`src/rtl/tap_result_arbiter.sv`:
```
// tap_result_arbiter: round-robin sharing of the JTAG user-DR result encoder between NUM_REQ producers.
// A granted result is held until the host completes a user-DR capture followed by an update.
module tap_result_arbiter #(
    parameter int NUM_REQ = 2,
    parameter int DATA_WIDTH = 16,
    localparam int TAG_WIDTH = $clog2(NUM_REQ)
) (
    input  logic                               tck,
    input  logic                               test_logic_reset,
    input  logic                               ir_is_user,
    input  logic                               capture_dr,
    input  logic                               update_dr,
    input  logic [NUM_REQ-1:0]                 req_valid,
    input  logic [NUM_REQ*DATA_WIDTH-1:0]      req_data,
    output logic [NUM_REQ-1:0]                 req_ready,
    output logic [1+TAG_WIDTH+DATA_WIDTH-1:0]  enc_data,
    output logic                               enc_valid,
    output logic                               busy
);
    typedef enum logic [2:0] {IDLE, GRANT, WAIT_CAP, WAIT_UPD, CLEAR} state_t;

    state_t                            state_q, state_d;
    logic [1+TAG_WIDTH+DATA_WIDTH-1:0] frame_q, frame_d;
    logic [TAG_WIDTH-1:0]              last_q, last_d;
    logic [TAG_WIDTH-1:0]              sel;
    logic [DATA_WIDTH-1:0]             sel_data;
    int                                best;

    // The valid requester with the smallest distance past last wins.
    always_comb begin
        best = NUM_REQ;
        sel = '0;
        sel_data = '0;
        for (int i = 0; i < NUM_REQ; i++) begin
            if (req_valid[i] && ((i + NUM_REQ - 1 - int'(last_q)) % NUM_REQ) < best) begin
                best = (i + NUM_REQ - 1 - int'(last_q)) % NUM_REQ;
                sel = TAG_WIDTH'(i);
                sel_data = req_data[i*DATA_WIDTH +: DATA_WIDTH];
            end
        end
    end

    always_comb begin
        state_d = state_q;
        frame_d = frame_q;
        last_d = last_q;
        case (state_q)
            IDLE: if (|req_valid) begin
                state_d = GRANT;
                frame_d = {1'b1, sel, sel_data};
                last_d = sel;
            end
            GRANT: state_d = WAIT_CAP;
            WAIT_CAP: state_d = (ir_is_user && capture_dr) ? WAIT_UPD : WAIT_CAP;
            // Frame is cleared on entry so the CLEAR cycle already shows a zero word.
            WAIT_UPD: if (ir_is_user && update_dr) begin
                state_d = CLEAR;
                frame_d = '0;
            end
            CLEAR: state_d = IDLE;
            default: state_d = IDLE;
        endcase
    end

    always_ff @(posedge tck) begin
        if (test_logic_reset) begin
            state_q <= IDLE;
            frame_q <= '0;
            last_q <= TAG_WIDTH'(NUM_REQ - 1);
        end else begin
            state_q <= state_d;
            frame_q <= frame_d;
            last_q <= last_d;
        end
    end

    always_comb begin
        for (int i = 0; i < NUM_REQ; i++)
            req_ready[i] = (state_q == GRANT) && (frame_q[DATA_WIDTH +: TAG_WIDTH] == TAG_WIDTH'(i));
    end

    assign enc_data = frame_q;
    assign enc_valid = (state_q == GRANT) || (state_q == CLEAR);
    assign busy = state_q != IDLE;
endmodule

```
`config.mk`:
```
export PLATFORM = sky130hd
export DESIGN_NAME = tap_result_arbiter
export DESIGN_NICKNAME = d
export VERILOG_FILES = /design/src/rtl/tap_result_arbiter.sv
export SDC_FILE = /design/constraint.sdc
export NUM_CORES = 1
export LEC_CHECK = 0
export ABC_AREA = 1
export BUFFER_PORTS_ARGS = -buffer_cell sky130_fd_sc_hd__buf_2
export CORE_MARGIN = 2
export CORE_UTILIZATION = 51
export CTS_BUF_LIST = sky130_fd_sc_hd__clkbuf_4
export DETAILED_ROUTE_END_ITERATION = 7
export HOLD_SLACK_MARGIN = 0.08
export PLACE_DENSITY = 0.87
export RECOVER_POWER = 100
export SYNTH_ARGS = -nofsm -noshare
export SYNTH_HDL_FRONTEND = slang
export SYNTH_SLANG_ARGS = --single-unit
```
`constraint.sdc`:
```
create_clock -name tck -period 2.1 [get_ports tck]
set_clock_uncertainty 0.2 [all_clocks]
set_input_delay 0 -clock tck [delete_from_list [all_inputs] [get_ports tck]]
set_output_delay 0 -clock tck [all_outputs]
set_load 0.01 [all_outputs]
```
==> impl_metrics.ini, run 1 <==
[status]
status = complete, no violations

[timing]
fin_crit_sh_pct = 96.58
setup_viol = 0
final.min_clock_period_ns = 2.028
finalHoldViolCount = 0
fin_setup_tns_ns = 0
slew_viol_final = 0
slew_headroom_pct = 66.78
worst_pin_slew_ns = 0.4953
finalWorstSetupSlack_ns = 0.07175
max_freq_ghz = 0.4930

[power]
ir_drop_mv = 0.8181
leakage_nw = 1.040
p_total_w = 0.002035
pwr_density_cell_mw_per_mm2 = 1019

[logic_synthesis]
yosysWarningCount = 0
yosysSeqAreaShare_pct = 33.94
synthCells = 211
syn-cell-area_sq_mm = 0.001297
ys_types = 20
synth_fp_nets = 250
syn_avg_cell_area_sq_um = 6.149
synth_seq_cells = 22

[hold_path]
holdPathStages = 3
min-delay-start = test_logic_reset
hp-class = primary input to flip-flop
min_to = state_q[1]$_SDFFE_PP0P_

[global_routing]
overflow = 0
grt_pass1_vias = 1511
grt_usage_pct = 30.51
grt_max_degree = 33
grt_pass1_wl_um = 6444
grt_antenna_before_repair = 0

[finish]
multi_input_area_sq_um = 694.4
nets = 343
mostFrequentLayoutCells = nand2_1, buf_2, nand3_1, dlygate4sd3_1
syn2layout_area_growth_pct = 53.91
final_cells = 333
n_antenna_cell = 0
n_fill_cell = 178
area.sequential_sq_um = 440.4
drive_above_1_share_pct = 18.48
final_common_cell = nand2_1

[route]
drt_iter0_markers = 69
post_drt_wl_per_cell_um = 13.57
firstDrtPassIters = 5
drtAntennaViolNets = 0
vias = 1772
routed_wirelength_um = 4518
via_per_inst = 5.321
drc = 0

[worst_setup_path]
cp-end-kind = flip-flop
crit_top_cell = dlygate4sd3_1
worst_setup_path_start_kind = primary input
cp.arrival_ns = 2.06
critPathRequiredTime_ns = 2.13
crit_chain = dlygate4sd3_1 > clkbuf_4 > nand2_2 > buf_4 > nand3_1 > nand2_1 > dlygate4sd3_1 > a21oi_1 > nor2_1
critPathKind = primary input to flip-flop
crit_slowest_cell = dlygate4sd3_1
crit_path_max_incr_delay_ns = 0.55
timing.rr.start = state_q[1]$_SDFFE_PP0P_
r2r_slack_ns = 0.13
regToRegEndpoint = state_q[0]$_SDFFE_PP0P_
cp_max_fo = 18
ff2ff_path_depth = 7

[flow_run]
drv_cap = 0

[cts]
clkSinkCount = 22
clock-root-buffer = clkbuf_4
cts_tree = yes
cts_made_buffers = 3
clockBufferDepth = 2
clk_pin_slew_ns = 0.14
h-tree-depth = 1
clkLatencyLatePin_ns = 0.33

[floorplanning]
die_area_sq_mm = 0.002964
ios = 61
start_util_pct = 52.85
rows = 18
core-area_sq_mm = 0.002455
die_h_um = 54.44
die_w_um = 54.44

[place]
gp_congestion = 0.8531
io_buffers = 60
dp_slack_ns = 0.3859
placedCellCount = 291
dp_hpwl_um = 2290
==> worst max-delay path: cells and delay by family <==
kind / cells / cell delay (ns)
AOI/OAI and AO/OA: 1 / 0.16
and+or+nand+nor: 4 / 0.33
buffers and inverters: 4 / 1.58
==> cells in the mapped netlist <==
cell type / count / area, sq um
buf_2: 4 / 20.02
clkinv_1: 1 / 3.750
nand3_1: 38 / 190.2
inv_2: 1 / 3.750
dfxtp_1: 22 / 440.4
o21ai_0: 1 / 5.000
nor2_2: 1 / 6.260
a21oi_1: 17 / 85.08
buf_4: 2 / 15.01
a31oi_1: 1 / 6.260
nand2_1: 61 / 229.0
inv_1: 25 / 93.84
nand2_4: 1 / 11.26
clkbuf_1: 1 / 3.750
nor2_1: 25 / 93.84
nor4_1: 1 / 6.260
nand2_2: 3 / 18.77
buf_1: 2 / 7.510
nand3_4: 2 / 35.03
buf_6: 2 / 22.52
==> sequential cells by signal, indices dropped and copies added (netlist names) <==
register	count
enc_data	18
last_q	1
state_q	3
==> cell type report <==
| type | count | share of cell area, % |
|---|---|---|
| multi-input cells | 151 | 34.77 |
| repair buffers | 99 | 33.58 |
| flip-flops and latches | 22 | 22.06 |
| inverters | 27 | 5.075 |
| well taps | 30 | 1.880 |
| clock inverters | 1 | 1.504 |
| clock buffers | 3 | 1.128 |
==> kinds of logic (layout without fill, tap and decap cells) <==
| kind of cell | Yosys count | count (layout) | synth area share [%] |
|---|---|---|---|
| flip-flops | 22 | 22 | 33.94 |
| buffers and inverters | 38 | 130 | 13.11 |
| AND/OR/NAND/NOR | 132 | 132 | 45.52 |
| AO/OA/AOI/OAI | 19 | 19 | 7.425 |
==> power by group <==
| part | switching [W] | total (W) | internal (W) |
|---|---|---|---|
| combinational | 0.000646 | 0.00103 | 0.000387 |
| sequential | 0.0000984 | 0.000665 | 0.000566 |
| clock | 0.000144 | 0.000337 | 0.000193 |
==> worst max path at each step <==
stage / slack, ns / cells past startpoint / start / to
finish: 0.07 / 9 / req_valid[0] / enc_data[10]$_SDFFE_PP0P_
global route: -0.004 / 9 / req_valid[0] / enc_data[7]$_SDFFE_PP0P_
CTS: 0.02 / 9 / req_valid[0] / enc_data[2]$_SDFFE_PP0P_
detailed placement: 0.39 / 5 / state_q[1]$_SDFFE_PP0P_ / enc_data[5]$_SDFFE_PP0P_
global placement: 0.43 / 5 / state_q[1]$_SDFFE_PP0P_ / enc_data[14]$_SDFFE_PP0P_
floorplan: 0.65 / 7 / state_q[0]$_SDFFE_PP0P_ / enc_data[10]$_SDFFE_PP0P_
==> routing by layer <==
| metal | global-route usage, % | vias to the layer above | share of wire (%) | routed length (um) |
|---|---|---|---|---|
| met3 | 5.191 | 24 | 7.7 | 349 |
| met5 | 0 | - | 0 | 0 |
| met1 | 33.61 | 789 | 38 | 1707 |
| met4 | 17.50 | 0 | 3.7 | 165 |
| met2 | 54.62 | 114 | 51 | 2296 |
| li1 | - | 845 | - | - |
==> stage by stage <==
| stage | instance area, sq um | util (%) | hold WS, ns |
|---|---|---|---|
| 6_report | 1997 | 81.35 | 0.2533 |
| 3_3_place_gp | 1574 | 64.12 | 0.05137 |
| 4_1_cts | 2017 | 82.16 | 0.2366 |
| 2_1_floorplan | 1297 | - | -0.1309 |
| 5_1_grt | 1997 | 81.35 | 0.2989 |
| 3_5_place_dp | 1574 | 64.12 | 0.05665 |
==> repair_timing <==
action	4_1_cts	5_1_grt
gates resized for setup	0	4
hold endpoints to repair	22	0
setup endpoints to repair	0	15
buffers inserted	0	0
hold buffers	39	0
(Power assumes the default switching activity.)
==> inputs of run 2 (changes only) <==
--- a/config.mk
+++ b/config.mk
@@ -12,8 +12,9 @@
 export CTS_BUF_LIST = sky130_fd_sc_hd__clkbuf_4
 export DETAILED_ROUTE_END_ITERATION = 7
 export HOLD_SLACK_MARGIN = 0.08
-export PLACE_DENSITY = 0.87
+export PLACE_DENSITY_LB_ADDON = 0.12
 export RECOVER_POWER = 100
+export SLEW_MARGIN = 5
 export SYNTH_ARGS = -nofsm -noshare
 export SYNTH_HDL_FRONTEND = slang
 export SYNTH_SLANG_ARGS = --single-unit
==> run 2 against run 1 <==
  * Core utilization fell by 0.41 points
  * Clock-buffer cell count did not move
  * Critical path depth did not move
  * Wire length fell by 11%
  * Combinational power barely moved
  * Die area did not move
  * Via count fell by 6.0%
  * Sequential share of layout area rose by 0.17 points
  * Non-clock buffer count rose by 1
  * Register-to-register slack barely moved
  * Critical path type unchanged
  * Flip-flop and latch count did not move
==> impl_metrics.ini, run 2 (synthesis gave the netlist of run 1 again) <==
[worst_setup_path]
crit_path_start = req_valid[0]
critPathKind = primary input to flip-flop
crit_slowest_cell = dlygate4sd3_1
critPathRequiredTime_ns = 2.11
worst_setup_path_start_kind = primary input
crit_path_max_incr_delay_ns = 0.58
cp.arrival_ns = 2.02
cp_max_fo = 16
crit_top_cell = dlygate4sd3_1
timing.rr.start = last_q$_SDFFE_PP1P_
crit_chain = dlygate4sd3_1 > clkbuf_2 > nand2_2 > buf_4 > nand3_1 > nand2_1 > dlygate4sd3_1 > a21oi_1 > nor2_1
cp-end-kind = flip-flop

[finish]
mostFrequentLayoutCells = nand2_1, nand3_1, dlygate4sd3_1
nets = 345
n_fill_cell = 175
final_cells = 335
n_antenna_cell = 0
largest_reg_flops = 18
syn2layout_area_growth_pct = 53.13
drive_above_1_share_pct = 18.36
final_common_cell = nand2_1
fin_util_pct = 80.94

[cts]
clock-root-buffer = clkbuf_4
clockBufferDepth = 2
cts_made_buffers = 3
clkSinkCount = 22
clkLatencyLatePin_ns = 0.31
cts_tree = yes
h-tree-depth = 1
clk_pin_slew_ns = 0.12
post_cts_buffers = 0

[place]
dp_hpwl_um = 2259
gp_congestion = 0.7996
placedCellCount = 292
io_buffers = 60

[power]
internal_power_w = 0.001036
switching_share_pct = 45.25
power.switching_w = 0.0008563
pwr-share-seq_pct = 34.7
clockPowerShare_pct = 10.5
ir_drop_mv = 0.6531
pwr_density_cell_mw_per_mm2 = 952.4
p_comb_share_pct = 54.9
leakage_nw = 1.031

[route]
routed_wirelength_um = 4032
drc = 0
post_drt_wl_per_cell_um = 12.04
firstDrtPassIters = 4
via_per_inst = 4.970
drt_iter0_markers = 43
drtAntennaViolNets = 0
vias = 1665

[hold_path]
min-delay-start = test_logic_reset
hp-class = primary input to flip-flop

[timing]
final.min_clock_period_ns = 2.013
max_freq_ghz = 0.4968
slew_headroom_pct = 70.68
worst_pin_slew_ns = 0.4372
fin_crit_sh_pct = 95.86
setup_viol = 0
slew_viol_final = 0
finalHoldViolCount = 0

[global_routing]
grt_max_degree = 33
grt_pass1_vias = 1372
grt_pass1_wl_um = 5809
grt_usage_pct = 27.36
grt_antenna_before_repair = 0
overflow = 0

[floorplanning]
core-area_sq_mm = 0.002455
ios = 61
die_h_um = 54.44
die_w_um = 54.44
start_util_pct = 52.85
die_area_sq_mm = 0.002964
rows = 18

[flow_run]
drv_cap = 0

[status]
status = complete, no violations
==> run 2: layout make-up <==
cell class | instances | area, sq um | share of cell area, %
clock inverter | 1 | 3.754 | 0.1889
tap | 30 | 37.54 | 1.889
sequential | 22 | 441.7 | 22.23
timing repair buffer | 100 | 671.9 | 33.82
clock buffer | 3 | 22.52 | 1.133
inverter | 27 | 101.3 | 5.101
multi-input combinational | 152 | 708.2 | 35.64
==> run 2: power by group through the flow <==
stage          Sequential (W)  Combinational, W  Clock [W]
2_1_floorplan        0.000722          0.000643          0
3_3_place_gp         0.000656          0.000914          0
3_5_place_dp         0.000660          0.000929          0
4_1_cts              0.000650           0.00102   0.000195
5_1_grt              0.000682           0.00117   0.000214
6_report             0.000656           0.00104   0.000198
==> run 2: critical path, delay by kind of cell <==
kind	cells	cell delay (ns)
AOI/OAI and AO/OA	1	0.23
and+or+nand+nor	4	0.30
buffers and inverters	4	1.49
==> run 2: timing repair <==
action | 4_1_cts | 5_1_grt
setup endpoints to repair | 0 | 17
hold endpoints to repair | 22 | 2
gates resized for setup | 0 | 7
hold buffers | 38 | 1
==> run 2: final timing paths <==
check / to / slack [ns] / depth (start not counted)
setup / recovery: enc_data[14]$_SDFFE_PP0P_ / 0.09 / 9
hold / removal: enc_data[16]$_SDFFE_PP0P_ / 0.27 / 3
setup reg to reg: enc_data[14]$_SDFFE_PP0P_ / 0.14 / 7
hold reg to reg: enc_data[17]$_SDFFE_PP0P_ / 0.28 / 2
==> run 2: metrics by stage <==
step | total power, W | setup slack [ns] | TNS, ns | area [sq um] | hold slack [ns]
3_5_place_dp | 0.001589 | 0.3737 | 0 | 1582 | 0.05122
3_3_place_gp | 0.001570 | 0.4154 | 0 | 1582 | 0.04918
6_report | 0.001892 | 0.08697 | 0 | 1987 | 0.2734
2_1_floorplan | 0.001365 | 0.6533 | 0 | 1297 | -0.1309
5_1_grt | 0.002069 | -0.01227 | -0.01227 | 1987 | 0.3093
4_1_cts | 0.001866 | 0.04771 | 0 | 1988 | 0.1118
==> run 2: layer usage <==
metal / global-route usage (%) / part of all wire, % / up-vias
li1: - / - / 859
met1: 34.29 / 40 / 696
met2: 47.99 / 49 / 99
met3: 2.732 / 8.8 / 11
met4: 10.42 / 3.0 / 0
met5: 0 / 0 / -
==> inputs of run 3 (changes only) <==
--- a/config.mk
+++ b/config.mk
@@ -12,7 +12,7 @@
 export CTS_BUF_LIST = sky130_fd_sc_hd__clkbuf_4
 export DETAILED_ROUTE_END_ITERATION = 7
 export HOLD_SLACK_MARGIN = 0.08
-export PLACE_DENSITY_LB_ADDON = 0.12
+export PLACE_DENSITY_LB_ADDON = 0.2
 export RECOVER_POWER = 100
 export SLEW_MARGIN = 5
 export SYNTH_ARGS = -nofsm -noshare
==> constraint.sdc (replaced) <==
create_clock -name tck -period 2.1 [get_ports tck]
set_clock_uncertainty 0.2 [all_clocks]
set_input_delay 0.525 -clock tck [delete_from_list [all_inputs] [get_ports tck]]
set_output_delay 0.525 -clock tck [all_outputs]
set_load 0.01 [all_outputs]
==> run 3 against run 2 <==
  * Power fell by 9.0%
  * Flip-flop and latch count did not move
  * Final cell count fell by 11%
  * Critical path depth fell by 6
  * Clock-buffer cell count did not move
  * Wire length fell by 26%
  * Global-route usage fell by 6.5 points
  * Worst hold slack got worse by 0.033 ns
  * Register-to-register slack improved by 0.13 ns
==> impl_metrics.ini, run 3 (synthesis gave the netlist of run 1 again) <==
[finish]
fin_area_sq_mm = 0.001582
mostFrequentLayoutCells = nand2_1, buf_2, nand3_1
final_common_cell = nand2_1
largest_reg_flops = 18
fin_util_pct = 64.42
n_antenna_cell = 0
nets = 307
drive_above_1_share_pct = 19.85
syn2layout_area_growth_pct = 21.89

[cts]
holdBufCountCts = 0
post_cts_buffers = 0
clk_pin_slew_ns = 0.11
clkSinkCount = 22
clkLatencyLatePin_ns = 0.30
cts_made_buffers = 3
clock-root-buffer = clkbuf_4
clockBufferDepth = 2
cts_tree = yes
ctsResizeCount = 0
h-tree-depth = 1

[global_routing]
grt_pass1_wl_um = 4498
grt_usage_pct = 20.89
grt_antenna_before_repair = 0
overflow = 0
grt_max_degree = 33
grt_pass1_vias = 1044

[floorplanning]
die_area_sq_mm = 0.002964
die_h_um = 54.44
core-area_sq_mm = 0.002455
start_util_pct = 52.85
ios = 61
rows = 18
die_w_um = 54.44

[timing]
slew_headroom_pct = 70.31
slew_viol_final = 0
fin_setup_tns_ns = 0
setup_viol = 0
finalHoldViolCount = 0
fin_crit_sh_pct = 90.84
max_freq_ghz = 0.5242
whs_ns = 0.2405
final.min_clock_period_ns = 1.908
worst_pin_slew_ns = 0.4427
rsz0062_at_grt = false

[worst_setup_path]
cp.arrival_ns = 1.18
cp-end-kind = output pin
crit_chain = nor2_2 > nand2_1 > clkbuf_1
crit_slowest_cell = dfxtp_1
timing.rr.start = state_q[1]$_SDFFE_PP0P_
crit_path_start = state_q[1]$_SDFFE_PP0P_
cp_max_fo = 5
critPathRequiredTime_ns = 1.37
worst_setup_path_start_kind = flip-flop
critPathKind = flip-flop to output pin
crit_path_max_incr_delay_ns = 0.47

[route]
drc = 0
drt_iter0_markers = 22
routed_wirelength_um = 2974
firstDrtPassIters = 4
post_drt_wl_per_cell_um = 10.01
vias = 1387
drtAntennaViolNets = 0
via_per_inst = 4.670

[place]
gp_congestion = 0.8084
io_buffers = 60
dp_hpwl_um = 2229
postPlaceCellArea_sq_mm = 0.001589

[status]
status = complete, no violations

[power]
ir_drop_mv = 0.6564
leakage_nw = 0.8476
pwr_density_cell_mw_per_mm2 = 1089

[hold_path]
hp-class = primary input to flip-flop
min-delay-start = test_logic_reset

[flow_run]
drv_cap = 0
==> run 3: path summary, 6_finish.rpt <==
path / end / slack, ns / depth (start not counted)
max: busy / 0.19 / 3
min: state_q[0]$_SDFFE_PP0P_ / 0.24 / 2
max reg2reg: enc_data[8]$_SDFFE_PP0P_ / 0.27 / 6
min reg2reg: enc_data[17]$_SDFFE_PP0P_ / 0.27 / 2
==> run 3: critical path, delay by kind of cell (launching register included) <==
kind / cells / cell delay [ns]
flip-flops: 1 / 0.47
buffers and inverters: 1 / 0.17
AND/OR/NAND/NOR: 2 / 0.24
==> run 3: area by class of cell <==
type	instances	area [sq um]
Fill cell	258	873.3
Multi-Input combinational cell	151	676.9
Sequential cell	22	441.7
Timing Repair Buffer	63	297.8
Inverter	27	101.3
Tap cell	30	37.54
Clock buffer	3	22.52
Clock inverter	1	3.754
==> run 3: power breakdown <==
group          total, W  internal (W)  switching, W
clock          0.000191     0.0000693      0.000122
sequential     0.000653      0.000568     0.0000852
combinational  0.000878      0.000307      0.000571
==> run 3: layer usage <==
layer  part of all wire [%]  track usage (%)  vias up
met3                    8.3            3.279        4
met1                     50            31.67      559
li1                       -                -      775
met4                    1.2            6.667        0
met2                     40            29.72       49
met5                      0                0        -
==> run 3: metrics by stage <==
step | total power (W) | std cells | setup WS (ns)
6_report | 0.001722 | 297 | 0.1923
5_1_grt | 0.001911 | 297 | 0.02944
3_5_place_dp | 0.001583 | 293 | 0.2670
3_3_place_gp | 0.001570 | 293 | 0.3246
2_1_floorplan | 0.001365 | 211 | 0.4575
4_1_cts | 0.001775 | 297 | 0.1252
